`config.mk`:
```
export PLATFORM = sky130hd
export DESIGN_NAME = ddc_tune_controller
export DESIGN_NICKNAME = d
export VERILOG_FILES = /design/src/rtl/ddc_tune_controller.sv
export SDC_FILE = /design/constraint.sdc
export NUM_CORES = 1
export LEC_CHECK = 0
export ABC_CLOCK_PERIOD_IN_PS = 2000
export CAP_MARGIN = 20
export CORE_MARGIN = 4
export CORE_UTILIZATION = 30
export DETAILED_ROUTE_END_ITERATION = 6
export PLACE_DENSITY = 0.66
export SYNTH_ARGS = -nofsm -noshare
export SYNTH_HDL_FRONTEND = slang
export SYNTH_SLANG_ARGS = --single-unit
```
`constraint.sdc`:
```
create_clock -name clk -period 2 [get_ports clk]
set_clock_uncertainty 0.1 [all_clocks]
set_input_delay 0.3 -clock clk [delete_from_list [all_inputs] [get_ports clk]]
set_output_delay 0.3 -clock clk [all_outputs]
set_load 0.005 [all_outputs]
```
`src/rtl/ddc_tune_controller.sv`:
```
// rtl/ddc_tune_controller.sv - round-robin NCO retune sequencer with sample-aligned load and DDC flush blanking (option: DDC_TUNE_PHASE_CLR_EN)
module ddc_tune_controller #(
    parameter int FTW_WIDTH    = 32,
    parameter int FLUSH_CYCLES = 2,
    parameter int COUNT_WIDTH  = 16
) (
    input  logic                   clk,
    input  logic                   rst,
    input  logic                   host_req_valid,
    input  logic [FTW_WIDTH-1:0]   host_req_ftw,
    output logic                   host_req_ready,
    input  logic                   scan_req_valid,
    input  logic [FTW_WIDTH-1:0]   scan_req_ftw,
    output logic                   scan_req_ready,
    input  logic                   sample_valid,
    input  logic                   ddc_valid_in,
    output logic                   ddc_valid_out,
    output logic [FTW_WIDTH-1:0]   nco_ftw,
    output logic                   nco_ftw_load,
    output logic                   nco_phase_clr,
    output logic                   busy,
    output logic                   last_grant,
    output logic [COUNT_WIDTH-1:0] retune_count
);

    typedef enum logic [1:0] {
        IDLE        = 2'd0,
        WAIT_SAMPLE = 2'd1,
        FLUSH       = 2'd2
    } state_t;

    localparam logic [7:0] FLUSH_INIT = 8'(FLUSH_CYCLES);

    state_t               state;
    state_t               state_next;
    logic [FTW_WIDTH-1:0] pending;
    logic [7:0]           flush_cnt;
    logic                 grant_host;
    logic                 grant_scan;
    logic                 handshake;
    logic                 load_now;

    // Round-robin arbitration, IDLE-only readies and next-state selection
    always_comb begin
        grant_host     = host_req_valid & (~scan_req_valid | last_grant);
        grant_scan     = scan_req_valid & (~host_req_valid | ~last_grant);
        host_req_ready = (state == IDLE) & ~rst & grant_host;
        scan_req_ready = (state == IDLE) & ~rst & grant_scan;
        handshake      = host_req_ready | scan_req_ready;
        load_now       = (state == WAIT_SAMPLE) & sample_valid;
        state_next     = state;
        case (state)
            IDLE:        if (handshake) state_next = WAIT_SAMPLE;
            WAIT_SAMPLE: if (sample_valid) state_next = FLUSH;
            FLUSH:       if (flush_cnt == 8'd1) state_next = IDLE;
            default:     state_next = IDLE;
        endcase
    end

    // State register
    always_ff @(posedge clk) begin
        if (rst) begin
            state <= IDLE;
        end else begin
            state <= state_next;
        end
    end

    // Request capture, NCO word/strobe, flush countdown and retune counter
    always_ff @(posedge clk) begin
        if (rst) begin
            pending      <= '0;
            flush_cnt    <= '0;
            nco_ftw      <= '0;
            nco_ftw_load <= 1'b0;
            busy         <= 1'b0;
            last_grant   <= 1'b1;
            retune_count <= '0;
        end else begin
            busy         <= (state_next != IDLE);
            nco_ftw_load <= load_now;
            if (handshake) begin
                pending    <= grant_scan ? scan_req_ftw : host_req_ftw;
                last_grant <= grant_scan;
            end
            if (load_now) begin
                nco_ftw      <= pending;
                retune_count <= retune_count + COUNT_WIDTH'(1);
                flush_cnt    <= FLUSH_INIT;
            end else if (state == FLUSH) begin
                flush_cnt <= flush_cnt - 8'd1;
            end
        end
    end

`ifdef DDC_TUNE_PHASE_CLR_EN
    // Phase-coherent retune: clear the accumulator alongside every load
    always_ff @(posedge clk) begin
        if (rst) begin
            nco_phase_clr <= 1'b0;
        end else begin
            nco_phase_clr <= load_now;
        end
    end
`else
    assign nco_phase_clr = 1'b0;
`endif

    assign ddc_valid_out = ddc_valid_in & (state != FLUSH) & ~rst;

endmodule

```
==> impl_metrics.py <==
metrics = {
    "global_routing": {
        "antenna_found_initial": 0,
        "grt_pass1_wl_mm": 16.7,
        "grt_pass1_vias": 3485,
        "grtUsageTotal": 0.140,
        "grt_max_degree": 92,
        "grt_overflow": 0,
    },
    "power_and_ir_drop": {
        "p_clk_frac": 0.405,
        "ir_drop_mv": 0.349,
        "pwr-share-seq": 0.457,
        "finalPower_mw": 4.39,
        "p_comb_frac": 0.139,
        "p_int_mw": 3.37,
        "p_per_area_nw_per_um2": 764,
        "leakage_nw": 2.06,
        "p_sw_frac": 0.232,
        "switching_power_mw": 1.02,
    },
    "timing": {
        "relSlewSlack": 0.349,
        "setup_violations": 0,
        "worst_pin_slew_ns": 0.976,
        "post-route-period-util": 0.934,
        "period_minus_slack_ns": 1.87,
        "finalWorstSetupSlack_ns": 0.131,
        "fin_setup_tns_ns": 0,
        "worst_hold_slack_ns": 0.351,
        "hold_viol_final": 0,
        "rsz0062_at_grt": "false",
        "drv_slew": 0,
        "fmax_mhz": 535,
    },
    "floorplan": {
        "initial_core_util": 0.310,
        "coreArea_um2": 12800,
        "rows": 41,
        "fp.dieH_um": 123,
        "dieArea_um2": 15100,
        "io_pins": 125,
        "die_w_um": 123,
    },
    "placed_design": {
        "pre_cts_slack_ns": -0.103,
        "place_congestion": 0.768,
        "dpl_cell_area_um2": 5410,
        "portBuffers": 123,
        "hpwl_mm": 7.35,
    },
    "critical_path": {
        "crit_type": "in2reg",
        "worstSetupStartpointType": "input pin",
        "slowest_delay_ns": 0.49,
        "end_kind": "flip-flop",
        "critPathSlowestCell": "clkdlybuf4s50_1",
        "path_cells": "clkdlybuf4s50_1 -> a21boi_4 -> buf_4 -> buf_4 -> buf_12 -> mux2i_1 -> a211oi_2",
        "crit_buf_inv": 4,
        "crit_top_cell": "buf_4",
        "crit_arrival_ns": 1.95,
        "crit_required_ns": 2.08,
        "critPathTopFamily": "buffers and inverters",
        "crit_path_max_fanout": 23,
    },
    "route": {
        "drt_pass1_iterations": 4,
        "wl_per_cell_um": 13.6,
        "drcViolationCount": 0,
        "first_iter_violations": 146,
        "ant_nets": 0,
        "wl_mm": 10.2,
        "dr_total_vias": 3484,
        "via_per_inst": 4.68,
    },
    "final_layout": {
        "nets": 641,
        "syn_to_final_growth_pct": 45.2,
        "diodes": 0,
        "final_common_cell": "clkdlybuf4s50_1",
        "drive_gt1_frac": 0.101,
        "post-route-cell-area_um2": 5750,
        "mostFrequentLayoutCells": "clkdlybuf4s50_1, dfxtp_1, nand2_1",
    },
    "flow_run": {
        "maxCapViolCount": 0,
    },
    "yosys": {
        "synthesis.area_um2": 3960,
        "yosys_most_used_dff": "dfxtp_1",
        "yosysWarnings": 0,
        "synth_edf_count": 0,
        "synthCells": 444,
        "yosys.area.top_type": "dfxtp_1",
        "synth_seq_cells": 93,
        "ys_seq_area_frac": 0.470,
        "synth_cell_types": 45,
        "async_reset_ff_frac": 0,
        "netlist.area_leader.share": 0.470,
        "syn_nets": 517,
        "synthTopCellsByArea": "dfxtp_1, mux2i_1, nand2_1, nor2_1, a21oi_1",
        "synth.avg_cell_area_um2": 8.91,
    },
    "clocking": {
        "cts_sinks": 93,
        "clk_pin_slew_worst_paths_ns": 0.06,
        "cts_max_level": 3,
        "clk_latency_ns": 0.34,
        "hold_buffers": 0,
        "cts_buffers": 9,
        "tritoncts": "yes",
        "clk_path_buf_depth": 2,
        "clock-root-buffer": "clkbuf_16",
    },
    "hold_path": {
        "hold_class": "reg2reg",
    },
    "run_status": {
        "status": "complete, no violations",
    },
}
tightest hold or removal path, cell delays in order, from the launching register on:
cell and delay (ns):
dfxtp_1 0.31, nand2_1 0.05, a21oi_1 0.05
logic make-up after synthesis:
group | synth area share
compound gates | 0.152
xor+xnor | 0.0332
buf+inv | 0.0560
fa+ha+maj | 0.00949
flops | 0.470
other cells | 0.000948
mux | 0.0838
simple gates | 0.194
per-layer routing:
layer  global-route usage  routed length [um]
met5                    0                   0
met4               0.0546                 166
met3               0.0387                 592
met2                0.231                4960
met1                0.172                4440
timing repair:
item                                    in CTS  in global routing
buffers inserted                             2                  0
pin swaps                                    1                  0
resized for setup                            5                  2
endpoints found under the setup margin       3                  2
registers in the layout (all words and copies together), names as in the netlist:
name / flops
nco_ftw: 32
state: 2
pending: 32
nco_ftw_load: 1
flush_cnt: 8
retune_count: 16
busy: 1
last_grant: 1
final timing paths:
| kind | endpoint | startpoint | cells past startpoint | slack (ns) |
|---|---|---|---|---|
| max | pending[18] | scan_req_valid | 7 | 0.13 |
| min | nco_ftw[8] | pending[8] | 2 | 0.35 |
| max reg2reg | pending[18] | last_grant | 6 | 0.25 |
| min reg2reg | nco_ftw[8] | pending[8] | 2 | 0.35 |
cells in the mapped netlist (all sizes together) (2+ instances only):
cell type and number:
a211oi 33, a21oi 44, a31o 2, a31oi 2
buf 23, clkbuf 9, dfxtp 93, ha 3
inv 8, mux2i 32, nand2 72, nand2b 3
nand3 8, nand4 4, nand4b 2, nor2 59
nor2b 2, nor3 7, nor4 4, o21ai 3
xnor2 9, xor2 6
stage by stage:
| step | cells | util |
|---|---|---|
| 3_5_place_dp | 727 | 0.424 |
| 5_1_grt | 745 | 0.450 |
| 2_1_floorplan | 444 | - |
| 4_1_cts | 745 | 0.450 |
| 6_report | 745 | 0.450 |
| 3_3_place_gp | 727 | 0.424 |
power groups by stage:
| stage | Sequential [mW] | Combinational [mW] | Clock (mW) |
|---|---|---|---|
| after floorplan | 2.03 | 0.345 | 0 |
| after global placement | 2.04 | 0.598 | 0 |
| after detailed placement | 2.04 | 0.609 | 0 |
| after CTS | 2.00 | 0.617 | 1.83 |
| after global routing | 2.01 | 0.672 | 1.91 |
| final | 2.00 | 0.608 | 1.78 |
cell type report:
| class | instances | area [um^2] |
|---|---|---|
| fillers | 1256 | 7030 |
| multi-input cells | 311 | 1900 |
| flip-flops and latches | 93 | 1860 |
| repair buffers | 145 | 1430 |
| clock buffers | 12 | 236 |
| well taps | 172 | 215 |
| clock inverters | 4 | 72.6 |
| inverters | 8 | 30.0 |
No activity file was read; power rests on OpenSTA's default activity.
